$ cat src/rtl/fpu_pkg.sv
`default_nettype none
// ============================================================================
// Module      : fpu_pkg
// Description : Shared constants and types for the IEEE-754 unpacker.
//               Holds the exponent biases, exponent-field all-ones values,
//               the field widths, the default unbiased exponent width, the
//               significand width, and the sequencer state encoding.
// Revision    : 1.0  initial release
// ============================================================================
package fpu_pkg;

    // Field widths of the two supported formats
    localparam int EXP_W_D  = 11;
    localparam int FRAC_W_D = 52;
    localparam int EXP_W_S  = 8;
    localparam int FRAC_W_S = 23;

    // Significand including the hidden bit (double width; single is left-aligned)
    localparam int SIG_W = 53;

    // Default width of the signed unbiased exponent output
    localparam int EOUT_W_DEFAULT = 13;

    // Exponent biases
    localparam int BIAS_D = 1023;
    localparam int BIAS_S = 127;

    // All-ones exponent field values, expressed in the 11-bit raw field space
    localparam logic [EXP_W_D-1:0] EXP_ONES_D = 11'd2047;
    localparam logic [EXP_W_D-1:0] EXP_ONES_S = 11'd255;

    // Sequencer states
    typedef enum logic [1:0] {
        ST_IDLE = 2'd0,
        ST_NORM = 2'd1,
        ST_DONE = 2'd2
    } state_t;

endpackage : fpu_pkg
`default_nettype wire

$ cat src/rtl/fp_classify.sv
`default_nettype none
// ============================================================================
// Module      : fp_classify
// Description : Combinational field extraction and classification of a
//               packed IEEE-754 operand (double or single).
//
// Ports
//   op_i      [63:0] packed operand; single uses op_i[31:0]
//   db_i             1 = double, 0 = single
//   sign_o           sign bit
//   exp_o     [10:0] raw exponent field, zero-extended for single
//   frac_o    [51:0] raw fraction, left-aligned for single (low 29 bits 0)
//   zero_o           exponent 0, fraction 0
//   inf_o            exponent all-ones, fraction 0
//   nan_o            exponent all-ones, fraction non-zero
//   snan_o           NaN with fraction MSB clear (signalling)
//   denorm_o         exponent 0, fraction non-zero
// Revision    : 1.0  initial release
// ============================================================================
module fp_classify
    import fpu_pkg::*;
(
    input  logic [63:0]          op_i,
    input  logic                 db_i,
    output logic                 sign_o,
    output logic [EXP_W_D-1:0]   exp_o,
    output logic [FRAC_W_D-1:0]  frac_o,
    output logic                 zero_o,
    output logic                 inf_o,
    output logic                 nan_o,
    output logic                 snan_o,
    output logic                 denorm_o
);

    logic w_exp_zero;
    logic w_exp_ones;
    logic w_frac_zero;

    // Field extraction. Single-precision fields are moved into the double
    // field positions so that everything downstream is format-agnostic:
    // the fraction is left-aligned, so its MSB is always frac_o[51].
    always_comb begin
        sign_o     = 1'b0;
        exp_o      = '0;
        frac_o     = '0;
        w_exp_ones = 1'b0;
        if (db_i) begin
            sign_o     = op_i[63];
            exp_o      = op_i[62:52];
            frac_o     = op_i[51:0];
            w_exp_ones = (op_i[62:52] == EXP_ONES_D);
        end else begin
            sign_o     = op_i[31];
            exp_o      = {3'b000, op_i[30:23]};
            frac_o     = {op_i[22:0], {(FRAC_W_D-FRAC_W_S){1'b0}}};
            w_exp_ones = ({3'b000, op_i[30:23]} == EXP_ONES_S);
        end
    end

    assign w_exp_zero  = (exp_o == '0);
    assign w_frac_zero = (frac_o == '0);

    assign zero_o   = w_exp_zero &  w_frac_zero;
    assign denorm_o = w_exp_zero & ~w_frac_zero;
    assign inf_o    = w_exp_ones &  w_frac_zero;
    assign nan_o    = w_exp_ones & ~w_frac_zero;
    // Quiet bit is the fraction MSB; a NaN with it clear is signalling
    assign snan_o   = nan_o & ~frac_o[FRAC_W_D-1];

endmodule : fp_classify
`default_nettype wire

$ cat src/rtl/fp_unpack.sv
`default_nettype none
// ============================================================================
// Module      : fp_unpack
// Description : Unpacks an IEEE-754 double or single operand into sign,
//               signed unbiased exponent, 53-bit significand with explicit
//               hidden bit, and class flags. Denormals are normalised by a
//               one-bit-per-cycle shift so the result always has f[52]=1
//               unless the operand is zero.
//
// Ports
//   clk                  rising-edge clock
//   rst                  asynchronous active-high reset
//   in_valid / in_ready  operand handshake (ready only while idle)
//   op       [63:0]      packed operand; single uses op[31:0]
//   db                   1 = double, 0 = single
//   out_valid/out_ready  result handshake; result held until taken
//   s                    sign
//   e   [EOUT_W-1:0]     two's-complement unbiased exponent
//   f   [52:0]           significand, hidden bit at f[52]
//   zero, inf, nan, snan, denorm   class flags
// Revision    : 1.0  initial release
// ============================================================================
module fp_unpack
    import fpu_pkg::*;
#(
    parameter int EOUT_W = EOUT_W_DEFAULT
) (
    input  logic                     clk,
    input  logic                     rst,
    input  logic                     in_valid,
    output logic                     in_ready,
    input  logic [63:0]              op,
    input  logic                     db,
    output logic                     out_valid,
    input  logic                     out_ready,
    output logic                     s,
    output logic signed [EOUT_W-1:0] e,
    output logic [SIG_W-1:0]         f,
    output logic                     zero,
    output logic                     inf,
    output logic                     nan,
    output logic                     snan,
    output logic                     denorm
);

    localparam logic signed [EOUT_W-1:0] E_ONE = EOUT_W'(1);

    // ------------------------------------------------------------------
    // Classification of the offered operand
    // ------------------------------------------------------------------
    logic                 w_sign;
    logic [EXP_W_D-1:0]   w_exp_raw;
    logic [FRAC_W_D-1:0]  w_frac;
    logic                 w_zero;
    logic                 w_inf;
    logic                 w_nan;
    logic                 w_snan;
    logic                 w_denorm;

    fp_classify u_classify (
        .op_i     (op),
        .db_i     (db),
        .sign_o   (w_sign),
        .exp_o    (w_exp_raw),
        .frac_o   (w_frac),
        .zero_o   (w_zero),
        .inf_o    (w_inf),
        .nan_o    (w_nan),
        .snan_o   (w_snan),
        .denorm_o (w_denorm)
    );

    // ------------------------------------------------------------------
    // Values loaded on acceptance
    // ------------------------------------------------------------------
    logic signed [EOUT_W-1:0] w_bias;
    logic signed [EOUT_W-1:0] w_exp_ext;
    logic signed [EOUT_W-1:0] e_d;
    logic [SIG_W-1:0]         f_d;

    assign w_bias    = db ? EOUT_W'(BIAS_D) : EOUT_W'(BIAS_S);
    assign w_exp_ext = {{(EOUT_W-EXP_W_D){1'b0}}, w_exp_raw};

    // Zero reports exponent 0. A denormal starts at the minimum normal
    // exponent (1 - bias) and is then walked down by the NORM shifts. For
    // normal and all-ones operands plain exp - bias applies (all-ones
    // yields bias+1).
    always_comb begin
        e_d = w_exp_ext - w_bias;
        if (w_zero) begin
            e_d = '0;
        end else if (w_denorm) begin
            e_d = E_ONE - w_bias;
        end
    end

    // Hidden bit is set whenever the exponent field is non-zero
    assign f_d = {~(w_zero | w_denorm), w_frac};

    // ------------------------------------------------------------------
    // Sequencer with registered outputs
    // ------------------------------------------------------------------
    state_t                   state_q;
    logic                     out_valid_q;
    logic                     s_q;
    logic signed [EOUT_W-1:0] e_q;
    logic [SIG_W-1:0]         f_q;
    logic                     zero_q;
    logic                     inf_q;
    logic                     nan_q;
    logic                     snan_q;
    logic                     denorm_q;

    always_ff @(posedge clk or posedge rst) begin
        if (rst) begin
            state_q     <= ST_IDLE;
            out_valid_q <= 1'b0;
            s_q         <= 1'b0;
            e_q         <= '0;
            f_q         <= '0;
            zero_q      <= 1'b0;
            inf_q       <= 1'b0;
            nan_q       <= 1'b0;
            snan_q      <= 1'b0;
            denorm_q    <= 1'b0;
        end else begin
            case (state_q)
                ST_IDLE: begin
                    // in_ready is asserted throughout IDLE outside reset
                    if (in_valid) begin
                        s_q      <= w_sign;
                        e_q      <= e_d;
                        f_q      <= f_d;
                        zero_q   <= w_zero;
                        inf_q    <= w_inf;
                        nan_q    <= w_nan;
                        snan_q   <= w_snan;
                        denorm_q <= w_denorm;
                        if (w_denorm) begin
                            state_q <= ST_NORM;
                        end else begin
                            state_q     <= ST_DONE;
                            out_valid_q <= 1'b1;
                        end
                    end
                end

                ST_NORM: begin
                    f_q <= f_q << 1;
                    e_q <= e_q - E_ONE;
                    // Bit 51 is about to be shifted into the hidden position
                    if (f_q[SIG_W-2]) begin
                        state_q     <= ST_DONE;
                        out_valid_q <= 1'b1;
                    end
                end

                ST_DONE: begin
                    // Result registers are left untouched; only the
                    // handshake releases the block
                    if (out_ready) begin
                        state_q     <= ST_IDLE;
                        out_valid_q <= 1'b0;
                    end
                end

                default: begin
                    state_q     <= ST_IDLE;
                    out_valid_q <= 1'b0;
                end
            endcase
        end
    end

    // Gated by rst so that ready stays low while reset is held, and rises
    // as soon as it is released.
    assign in_ready  = (state_q == ST_IDLE) & ~rst;
    assign out_valid = out_valid_q;
    assign s         = s_q;
    assign e         = e_q;
    assign f         = f_q;
    assign zero      = zero_q;
    assign inf       = inf_q;
    assign nan       = nan_q;
    assign snan      = snan_q;
    assign denorm    = denorm_q;

endmodule : fp_unpack
`default_nettype wire

$ cat config.mk
export PLATFORM = sky130hd
export DESIGN_NAME = fp_unpack
export DESIGN_NICKNAME = d
export VERILOG_FILES = /design/src/rtl/fpu_pkg.sv /design/src/rtl/fp_classify.sv /design/src/rtl/fp_unpack.sv
export SDC_FILE = /design/constraint.sdc
export NUM_CORES = 1
export LEC_CHECK = 0
export ABC_CLOCK_PERIOD_IN_PS = 2800
export CAP_MARGIN = 20
export CORE_ASPECT_RATIO = 0.8
export CORE_MARGIN = 8
export CORE_UTILIZATION = 48
export CTS_CLUSTER_DIAMETER = 50
export DETAILED_ROUTE_END_ITERATION = 12
export PLACE_DENSITY = 0.82
export SLEW_MARGIN = 30
export SYNTH_ARGS = -nofsm -noshare
export SYNTH_HDL_FRONTEND = slang
export SYNTH_SLANG_ARGS = --single-unit
$ cat constraint.sdc
create_clock -name clk -period 2.8 [get_ports clk]
set_input_delay 0.42 -clock clk [delete_from_list [all_inputs] [get_ports clk]]
set_output_delay 0.42 -clock clk [all_outputs]
set_load 0.01 [all_outputs]
==> results <==
sequential cells by signal (all words and copies together) (netlist names):
name	count
s	1
zero	1
denorm	1
state_q	2
e	13
f	53
inf	1
out_valid	1
snan	1
nan	1
layer usage:
layer | vias to the layer above | part of all wire (%) | track usage [%]
li1 | 2363 | - | -
met2 | 330 | 44 | 39.6
met4 | 2 | 1.7 | 7.46
met5 | - | 0.074 | 0
met3 | 35 | 12 | 9.29
met1 | 2484 | 42 | 34.4
cell type report:
class	count	area [um2]	area share, %
Sequential cell	75	1880	28.0
Tap cell	136	170	2.54
Clock buffer	9	225	3.36
Timing Repair Buffer	172	1670	24.9
Multi-Input combinational cell	444	2640	39.4
Clock inverter	7	83.8	1.25
Inverter	11	41.3	0.616
worst min-delay path by stage:
| stage | from | endpoint | cells after the start |
|---|---|---|---|
| 4_1_cts | rst | f[32] | 2 |
| 5_1_grt | rst | f[33] | 2 |
| 6_report | rst | f[34] | 2 |
| 2_1_floorplan | nan | nan | 2 |
| 3_5_place_dp | nan | nan | 2 |
| 3_3_place_gp | nan | nan | 2 |
power by group:
group          switching [uW]  internal (uW)
clock network             520            705
registers                 281           1320
logic                     695            775
cells in the final DEF, fill, tap and decap left out, types with 2 or more instances in the layout:
cell             count
a31oi_1             30
nor2b_1              4
o22ai_1             19
dfrtp_1             75
nor2_1              85
nand2_1             67
nor3_2               3
a22oi_1             12
o21ai_1              7
nand2_2              2
nand4_1              5
a32o_1               2
nand2b_1             4
and3_1               6
o21ai_0             26
clkinv_4             3
nor4_2               5
nor3_1              14
buf_12               2
mux2i_1             20
clkbuf_16            9
a21oi_2              3
a2bb2oi_1            3
a21oi_1             25
xnor2_1              8
clkdlybuf4s50_1    141
inv_1               10
buf_4               28
a21o_1               2
a211oi_1             3
ha_1                 4
nor4_1              10
mux2_2              13
nand3_1             38
cells by family after synthesis:
family	Yosys count	share of synthesized area (%)
and+or+nand+nor	256	26.5
AOI/OAI and AO/OA	141	18.4
DFF	75	39.4
buffers and inverters	56	5.38
muxes	34	7.59
xor gates and xnor gates	9	1.65
adders and majority gates	4	1.05
metrics by stage:
step | hold WS (ns) | cells
after floorplan | 0.514 | 575
after global placement | 0.463 | 838
after detailed placement | 0.469 | 838
after CTS | 0.384 | 854
after global routing | 0.423 | 854
final | 0.404 | 854
critical path, stage by stage, from the launching register on:
cell             delay (ns)
dfrtp_1                0.68
nor3_1                 0.40
clkdlybuf4s50_1        0.61
==> reports/metrics.cfg <==
[sta]
drv_slew = 0
fin_ws_ns = 0.332
timing.fmax_mhz = 405
fin_skew_ns = 0.00894
final.setup.tns_ns = 0
min_period_ns = 2.47
final_hold_viol_count = 0
finalCritPeriodShare_pct = 88.1
setup-violations-final = 0
slew_headroom_pct = 46.3
rsz0062_at_grt = no
tightest_slew_ns = 0.806

[power]
leakage_uw = 0.00270
powerDensity_nw_per_um2 = 641
irDropWorstVdd_uv = 481
power_uw = 4300

[placement]
placed_cell_area_um2 = 6400
io_buffers = 142
pre_cts_ws_ns = 0.196
dpl.hpwl_mm = 13.4
gp_congestion = 0.911

[global_routing]
grt_pass1_vias = 5051
grt_start_max_net_pins = 46
track_usage_pct = 26.1
overflow = 0
grt_pass1_wl_mm = 27.9
antenna_found_initial = 1

[cts]
cts-root-buf = clkbuf_16
clkTransAtPathRegs_ns = 0.07
htreeDepth = 3
clock_sinks = 75
cts_tree = done
clk_latency_ns = 0.35
hold_buffers = 0
numCtsBuffers = 9
post_cts_buffers = 0
ctsResizeCount = 0
clock_path_buffers = 2

[yosys]
synthTopCellsByArea = dfrtp_1, nor2_1, nand2_1
synth_edf_count = 0
synth_warnings = 0
async_reset_ff_share_pct = 100
synth_cells = 575
syn_nets = 648
synth_ff_type = dfrtp_1
ys_ff_latch = 75
ys_types = 57
avgSynthCellArea_um2 = 8.29
synth_commonest_cells = nor2_1, dfrtp_1, nand2_1, nand3_1, a31oi_1
synthesis.area_um2 = 4760
synth_top_area_share_pct = 39.4
yosysTopAreaCell = dfrtp_1
yosysSeqAreaShare_pct = 39.4
synth_most_common_cell = nor2_1

[floorplanning]
die_area_um2 = 13400
row_count = 32
core_area_um2 = 9650
ios = 143
fp.dieW_um = 127
die_h_um = 105
start_util_pct = 49.4

[worst_setup_path]
path_class = reg2out
r2r_end = snan
cp_data_arrival_time_ns = 2.05
startpoint_type = flop
cp_max_fo = 23
rrSetupSlack_ns = 0.51
r2r_start = state_q[0]
rr_worst_depth = 5
cp-end-kind = output port
crit_end = in_ready
cp.required_ns = 2.38
startpoint = state_q[0]

[routing]
wl_mm = 17.6
vias_per_cell = 6.11
wl_per_cell_um = 20.6
via_count = 5214
first_pass_iters = 7
final_antenna_net_count = 0
drc = 0
drt-initial-drc-count = 580

[job]
maxCapViolCount = 0

[final_layout]
num_antenna_cells = 0
drive_gt1_share_pct = 11.7
stdcell_area_um2 = 6710
nets = 786
area_growth_pct = 40.7
fin_util_pct = 69.5
fill_cells = 764

[outcome]
status = finished, final reports clean

[min_path]
hold_path_class = in2async

No activity file was read; power rests on OpenSTA's default activity.
